===== src/rtl/pipe_skid_stage.sv =====
// Two-entry valid/ready pipeline stage (main + skid register) carrying a data word and its PC.
// Optional stall counter is enabled by defining PIPE_SKID_STALL_COUNT_EN.
module pipe_skid_stage #(
  parameter int DATA_W = 16,
  parameter int PC_W   = 16
`ifdef PIPE_SKID_STALL_COUNT_EN
  , parameter int CNT_W = 16
`endif
) (
  input  logic              clk,
  input  logic              reset_n,
  input  logic              flush,
  input  logic              in_valid,
  output logic              in_ready,
  input  logic [DATA_W-1:0] in_data,
  input  logic [PC_W-1:0]   in_pc,
  output logic              out_valid,
  input  logic              out_ready,
  output logic [DATA_W-1:0] out_data,
  output logic [PC_W-1:0]   out_pc
`ifdef PIPE_SKID_STALL_COUNT_EN
  , output logic [CNT_W-1:0] stall_count
`endif
);

  typedef enum logic [1:0] {
    EMPTY = 2'd0,
    BUSY  = 2'd1,
    FULL  = 2'd2
  } state_e;

  state_e            state_q, state_d;
  logic [DATA_W-1:0] main_data_q, main_data_d;
  logic [PC_W-1:0]   main_pc_q, main_pc_d;
  logic [DATA_W-1:0] skid_data_q, skid_data_d;
  logic [PC_W-1:0]   skid_pc_q, skid_pc_d;
  logic              in_fire;
  logic              out_fire;

  // Handshake flags come only from state, keeping in_ready free of any path from out_ready.
  assign in_ready  = (state_q != FULL);
  assign out_valid = (state_q != EMPTY);
  assign out_data  = main_data_q;
  assign out_pc    = main_pc_q;

  assign in_fire  = in_valid & in_ready;
  assign out_fire = out_valid & out_ready;

  always_comb begin
    state_d     = state_q;
    main_data_d = main_data_q;
    main_pc_d   = main_pc_q;
    skid_data_d = skid_data_q;
    skid_pc_d   = skid_pc_q;

    case (state_q)
      EMPTY: begin
        if (in_fire) begin
          state_d     = BUSY;
          main_data_d = in_data;
          main_pc_d   = in_pc;
        end
      end
      BUSY: begin
        if (in_fire && out_fire) begin
          main_data_d = in_data;
          main_pc_d   = in_pc;
        end else if (in_fire) begin
          state_d     = FULL;
          skid_data_d = in_data;
          skid_pc_d   = in_pc;
        end else if (out_fire) begin
          state_d = EMPTY;
        end
      end
      FULL: begin
        if (out_fire) begin
          state_d     = BUSY;
          main_data_d = skid_data_q;
          main_pc_d   = skid_pc_q;
        end
      end
      default: state_d = EMPTY;
    endcase

    // Squash drops every held and incoming beat; payload registers keep their old contents.
    if (flush) begin
      state_d     = EMPTY;
      main_data_d = main_data_q;
      main_pc_d   = main_pc_q;
      skid_data_d = skid_data_q;
      skid_pc_d   = skid_pc_q;
    end
  end

  always_ff @(posedge clk or negedge reset_n) begin
    if (!reset_n) begin
      state_q     <= EMPTY;
      main_data_q <= '0;
      main_pc_q   <= '0;
      skid_data_q <= '0;
      skid_pc_q   <= '0;
    end else begin
      state_q     <= state_d;
      main_data_q <= main_data_d;
      main_pc_q   <= main_pc_d;
      skid_data_q <= skid_data_d;
      skid_pc_q   <= skid_pc_d;
    end
  end

`ifdef PIPE_SKID_STALL_COUNT_EN
  logic [CNT_W-1:0] stall_q, stall_d;

  // Saturating count of cycles a beat waits on downstream; flush leaves it untouched.
  always_comb begin
    stall_d = stall_q;
    if (out_valid && !out_ready && (stall_q != {CNT_W{1'b1}})) begin
      stall_d = stall_q + 1'b1;
    end
  end

  always_ff @(posedge clk or negedge reset_n) begin
    if (!reset_n) begin
      stall_q <= '0;
    end else begin
      stall_q <= stall_d;
    end
  end

  assign stall_count = stall_q;
`endif

endmodule

===== config.mk =====
export PLATFORM = sky130hd
export DESIGN_NAME = pipe_skid_stage
export DESIGN_NICKNAME = d
export VERILOG_FILES = /design/src/rtl/pipe_skid_stage.sv
export SDC_FILE = /design/constraint.sdc
export NUM_CORES = 1
export LEC_CHECK = 0
export CAP_MARGIN = 5
export CORE_ASPECT_RATIO = 1.1
export CORE_MARGIN = 2
export CORE_UTILIZATION = 35
export DETAILED_ROUTE_END_ITERATION = 10
export PLACE_DENSITY = 0.67
export REMOVE_ABC_BUFFERS = 1
export SYNTH_ARGS = -nofsm -noshare
export SYNTH_HDL_FRONTEND = slang
export SYNTH_SLANG_ARGS = --single-unit

===== constraint.sdc =====
create_clock -name clk -period 3.4 [get_ports clk]
set_clock_uncertainty 0.1 [all_clocks]
set_input_delay 0.68 -clock clk [delete_from_list [all_inputs] [get_ports clk]]
set_output_delay 0.68 -clock clk [all_outputs]
set_load 0.03 [all_outputs]

# Word level (Yosys, flattened, before mapping)
# Index checks and enable logic that the tools add are counted.
[word_totals] reg_bits=66 latch_bits=0 mem_bits_rw=0 rom_bits=0 output_inout_bits=34 elab_cells=41 memories=0
[op_classes] add_sub_neg=0 multipliers=0 n_div=0 n_lt_le_gt_ge=0 n_eq_ne=10 shifts=0 n_mux=15 bitwise_logic=4 n_reduce_logical=7
[op_table] op="2-to-1 mux 16 bit" n=6
[op_table] op="case mux 16 bit (3 select lines)" n=2
[op_table] op="2-to-1 mux 2 bit" n=6
[op_table] op="!= test 3 bit, second input constant" n=3
[op_table] op="!= test 2 bit, second input constant" n=4
[op_table] op="AND reduction 4 bit" n=2
[op_table] op="case mux 2 bit (3 select lines)" n=1
[op_table] op="AND reduction 5 bit" n=1
[op_table] op="!= test 4 bit, second input constant" n=1
[op_table] op="nonzero test 3 bit" n=1
[op_table] op="bitwise AND 1 bit" n=2
[op_table] op="== test 2 x 1 -> 1 bit, second input constant" n=1
[op_table] op="== test 2 bit, second input constant" n=1
[op_table] op="logical NOT 2 bit" n=1
[op_table] op="NOT 1 bit" n=2
[op_table] op="nonzero test 2 bit" n=1
[op_table] op="logical AND 1 bit" n=1

# Logic depth before layout (Yosys ltp)
[depth] ltp_word=7 depth_mapped=5 mapped_depth_nobuf=4

# Worst setup path before layout
# No wires, ideal clock.
[synth_timing] kind="input to register" startpoint="input port in_valid" endpoint="register skid_data_q[0]" setup_time_ns=0.125 t_arrival_ns=1.684 required_time_ns=3.175 path_slack_ns=1.491 path_stages=4 n_path_buf=1 path_cell_list="nor2b_2 -> nor3b_4 -> buf_6 -> mux2_2"
[synth_between] elab_chain_len=4
[synth_rtl] item="from (decl)" line="13" text="input logic in_valid,"
[synth_rtl] item="bitwise AND 1 bit *" line="46" text="assign in_fire = in_valid & in_ready;"
[synth_rtl] item="logical AND 1 bit" line="65" text="if (in_fire && out_fire) begin"
[synth_rtl] item="NOT 1 bit (no source line)"
[synth_rtl] item="AND reduction 4 bit (no source line) *"
[synth_rtl] item="to (signal assigned)" line="107" text="skid_data_q <= skid_data_d;"
[synth_rtl] item="to (decl)" line="35" text="logic [DATA_W-1:0] skid_data_q, skid_data_d;"
# Mark *: on every way between the ends. The rest lies on a longest branch, timed or not.
# A chain may end at the register's enable or synchronous reset.

# Worst setup path after layout
[layout_timing] startpoint="register state_q[0]" endpoint="output port out_valid"
[layout_between] elab_chain_len=1
[layout_rtl] item="from (decl)" line="32" text="state_e state_q, state_d;"
[layout_rtl] item="from (signal assigned)" line="104" text="state_q <= state_d;"
[layout_rtl] item="nonzero test 2 bit" line="42" text="assign out_valid = (state_q != EMPTY);"
[layout_rtl] item="to (decl)" line="17" text="output logic out_valid,"
# No other way between the ends.

==> out/summary.txt <==
STA
--------------------------------------------------------------------------------------
Measured slew at the worst slew-check pin ...............................     0.764 ns
Final-layout setup total negative slack .................................         0 ns
Final worst path period share ...........................................        72.1%
Slew headroom ...........................................................        49.1%
Shortest clock period the worst path allows after layout ................      2.45 ns
Unrepaired setup endpoints after global routing .........................           no
Setup Viol. Count Final .................................................            0
Worst hold slack ........................................................     0.317 ns
Total count of max-transition violations in the final report ............            0
Final Hold Violating Endpoints ..........................................            0
F_max ...................................................................      408 MHz

PLACED DESIGN
--------------------------------------------------------------------------------------
Detailed placement HPWL .................................................      3720 µm
RePlAce Congestion ......................................................        0.622
Count of input and output buffers .......................................           70

CLOCK TREE
--------------------------------------------------------------------------------------
Clock tree root buffer cell ............................................. sky130_fd_sc_hd__clkbuf_8
Number of H-tree branching levels .......................................            3
Number of buffers inserted by post-CTS setup repair .....................            0
TritonCTS clock tree ....................................................         done
Count of hold-fix buffers inserted at cts ...............................            0
PostCTS Resize Cnt ......................................................            0
Worst-Skew Late Latency .................................................      0.33 ns
Clock slew seen by the registers of the worst setup and hold paths ......      0.07 ns
# clock sinks ...........................................................           66
Inserted Clock Buffers ..................................................            9
Maximum number of buffers from clock root to sink .......................            2

GLOBAL ROUTE
--------------------------------------------------------------------------------------
Via count of the first global-routing pass ..............................         1843
Maximum number of pins on one net before global-route repair ............           36
GRT Overall Usage .......................................................        11.9%
Total congestion overflow after global routing ..........................            0
Global-route wire length before repair ..................................      8960 µm
Number of antenna violations at the first check in global routing .......            0

YOSYS
--------------------------------------------------------------------------------------
Sequential area share after synthesis ...................................        52.0%
Mean Syn Cell Area ......................................................     16.9 µm²
Flops & latches, synth ..................................................           66
Cell area after synthesis ...............................................  0.00318 mm²
Number of warnings issued by yosys ......................................            0
Cells after synthesis ...................................................          188
Unique cell type count in the Yosys netlist .............................           20

FLOORPLANNING
--------------------------------------------------------------------------------------
Count of pins on the block boundary .....................................           71
Total core area .........................................................  0.00883 mm²
Die height ..............................................................       104 µm
Area of the die .........................................................  0.00986 mm²
Site row count ..........................................................           36
Starting density of the core ............................................        36.0%
Chip Width ..............................................................      94.8 µm

POWER AND IR DROP
--------------------------------------------------------------------------------------
Leakage .................................................................      1.82 nW
Net switching component of the power ....................................       673 µW
Sequential share of power ...............................................        44.1%
Relative contribution of the clock network to total power ...............        27.6%
Switching portion of total power ........................................        27.7%
Logic pwr share .........................................................        28.2%
Maximum ir drop on the vdd rail .........................................   0.000204 V
Internal Power ..........................................................      1.75 mW
Pwr Density .............................................................   581 mW/mm²

WORST SETUP PATH
--------------------------------------------------------------------------------------
Number of buffer and inverter stages on the critical path ...............            1
Worst setup path start .................................................. state_q[0]$_DFFE_PN0P_
Startpoint kind of the worst setup timing path ..........................    flip-flop
Maximum fanout along the worst path .....................................            6
Required time of the critical path ......................................      2.62 ns
Data arrival time of the worst path .....................................      1.67 ns
Critical path, cell by cell ............................................. or2_2 -> clkdlybuf4s50_1
Setup CP Type ........................................................... flip-flop to primary output
Critical R2R Launch ..................................................... state_q[1]$_DFFE_PN0P_
CP Capture Type ......................................................... primary output
Slack of the worst reg-to-reg path ......................................      1.38 ns
Delay of the slowest cell on the worst path .............................      0.59 ns
Family with the most delay on the worst path ............................ buffers and inverters
Library cell contributing the largest single delay on the critical path . sky130_fd_sc_hd__clkdlybuf4s50_1

DETAILED ROUTING
--------------------------------------------------------------------------------------
DRC violations left .....................................................            0
Number of vias after detailed routing ...................................         1748
Detail-routed net length per standard cell ..............................      14.3 µm
DR pass1 iterations .....................................................            3
Initial detailed-routing violation count ................................           38
Remaining antenna violation count .......................................            0
DR vias/cell ............................................................         4.58
Final routed wirelength across all metal layers .........................      5470 µm

CELLS AND AREA
--------------------------------------------------------------------------------------
Multi-input gate area ...................................................  0.00142 mm²
Most common cell after layout, fill and taps aside ...................... sky130_fd_sc_hd__clkdlybuf4s50_1
Fraction of final layout cells sized beyond drive strength 1 ............        38.4%
Net total in the final layout ...........................................          301
Fill cell total of the finished layout ..................................          815
Commonest non-fill, non-tap cells in the layout ......................... 69 x sky130_fd_sc_hd__clkdlybuf4s50_1, 66 x sky130_fd_sc_hd__dfrtp_1, 56 x sky130_fd_sc_hd__mux2_4, 20 x sky130_fd_sc_hd__mux2_1, 20 x sky130_fd_sc_hd__mux2_2
Ant diodes ..............................................................            0
Area taken by flip-flops and latches ....................................  0.00165 mm²
Fraction of the core area covered by cells at the end of the flow .......        47.3%
Layout area overhead ....................................................        31.5%

HOLD PATH
--------------------------------------------------------------------------------------
Worst min-delay path category ........................................... input port to async pin

OUTCOME
--------------------------------------------------------------------------------------
Outcome .................................................................    completed

FLOW RUN
--------------------------------------------------------------------------------------
Number of max-cap violations ............................................            0

final cells by class:
type	instances	area share (%)
Clock inverter	2	0.839
Clock buffer	13	4.04
Inverter	1	0.0899
Timing Repair Buffer	75	18.2
Tap cell	114	3.42
Multi-Input combinational cell	111	33.9
Sequential cell	66	39.5
synthesized netlist by cell type:
cell type / n / share of area [%]
sky130_fd_sc_hd__a21oi_1: 2 / 0.32
sky130_fd_sc_hd__a21oi_4: 1 / 0.51
sky130_fd_sc_hd__buf_6: 10 / 3.5
sky130_fd_sc_hd__dfrtp_1: 66 / 52
sky130_fd_sc_hd__inv_1: 1 / 0.12
sky130_fd_sc_hd__mux2_1: 20 / 7.1
sky130_fd_sc_hd__mux2_2: 20 / 7.1
sky130_fd_sc_hd__mux2_4: 56 / 26
sky130_fd_sc_hd__nand2_1: 1 / 0.12
sky130_fd_sc_hd__nand2_2: 1 / 0.20
sky130_fd_sc_hd__nand2b_2: 1 / 0.28
sky130_fd_sc_hd__nand3b_1: 1 / 0.24
sky130_fd_sc_hd__nor2_1: 1 / 0.12
sky130_fd_sc_hd__nor2b_1: 1 / 0.20
sky130_fd_sc_hd__nor2b_2: 1 / 0.28
sky130_fd_sc_hd__nor3_1: 1 / 0.16
sky130_fd_sc_hd__nor3b_4: 1 / 0.59
sky130_fd_sc_hd__o21a_1: 1 / 0.24
sky130_fd_sc_hd__o22a_1: 1 / 0.28
sky130_fd_sc_hd__or2_2: 1 / 0.20
state kept, by name, indices dropped and copies added (netlist names):
register     cells
out_data        16
out_pc          16
skid_data_q     16
skid_pc_q       16
state_q          2
cell families (layout without fill, tap and decap cells):
kind of cell    after synthesis  in the layout  share of synthesized area (%)
flops                        66             66                           52.0
mux                          96             96                           40.6
compound gates                5              5                           1.34
buf+inv                      11             91                           3.66
simple gates                 10             10                           2.36
path summary, 6_finish.rpt:
check                                           end  cells after the start
max                                       out_valid                      2
min                        skid_pc_q[9]$_DFFE_PN0P_                      1
max reg2reg                   out_pc[0]$_DFFE_PN0P_                      4
min reg2reg                skid_pc_q[6]$_DFFE_PN0P_                      1
max in group asynchronous     out_pc[4]$_DFFE_PN0P_                      2
min in group clk           skid_pc_q[6]$_DFFE_PN0P_                      1
per-stage QoR:
step | setup slack (ns) | cells | total power [mW] | cell area (µm²)
after CTS | 0.917 | 382 | 2.47 | 4180
after global routing | 0.878 | 382 | 2.55 | 4180
after global placement | 0.797 | 367 | 1.76 | 3970
final | 0.949 | 382 | 2.43 | 4180
after floorplan | -0.695 | 178 | 1.49 | 3060
after detailed placement | 0.747 | 367 | 1.78 | 3970
power groups by stage:
stage	Clock, mW	Combinational [mW]	Sequential [mW]
after global placement	0	0.682	1.08
final	0.670	0.685	1.07
after CTS	0.699	0.696	1.07
after detailed placement	0	0.695	1.09
after global routing	0.731	0.727	1.10
after floorplan	0	0.271	1.22
routing by layer:
metal,wire length (µm),up-vias,global-route usage (%)
met4,94,0,5.59
met2,2620,44,18.7
met5,0,-,0
li1,-,817,-
met3,275,9,3.41
met1,2480,878,15.0
worst reg2reg max path, cell delays in order (launching register included):
cell and delay [ns]:
sky130_fd_sc_hd__dfrtp_1 0.43, sky130_fd_sc_hd__nor2b_4 0.19, sky130_fd_sc_hd__buf_4 0.51, sky130_fd_sc_hd__mux2_2 0.41
sky130_fd_sc_hd__mux2_2 0.26
No activity file was read; power rests on OpenSTA's default activity.
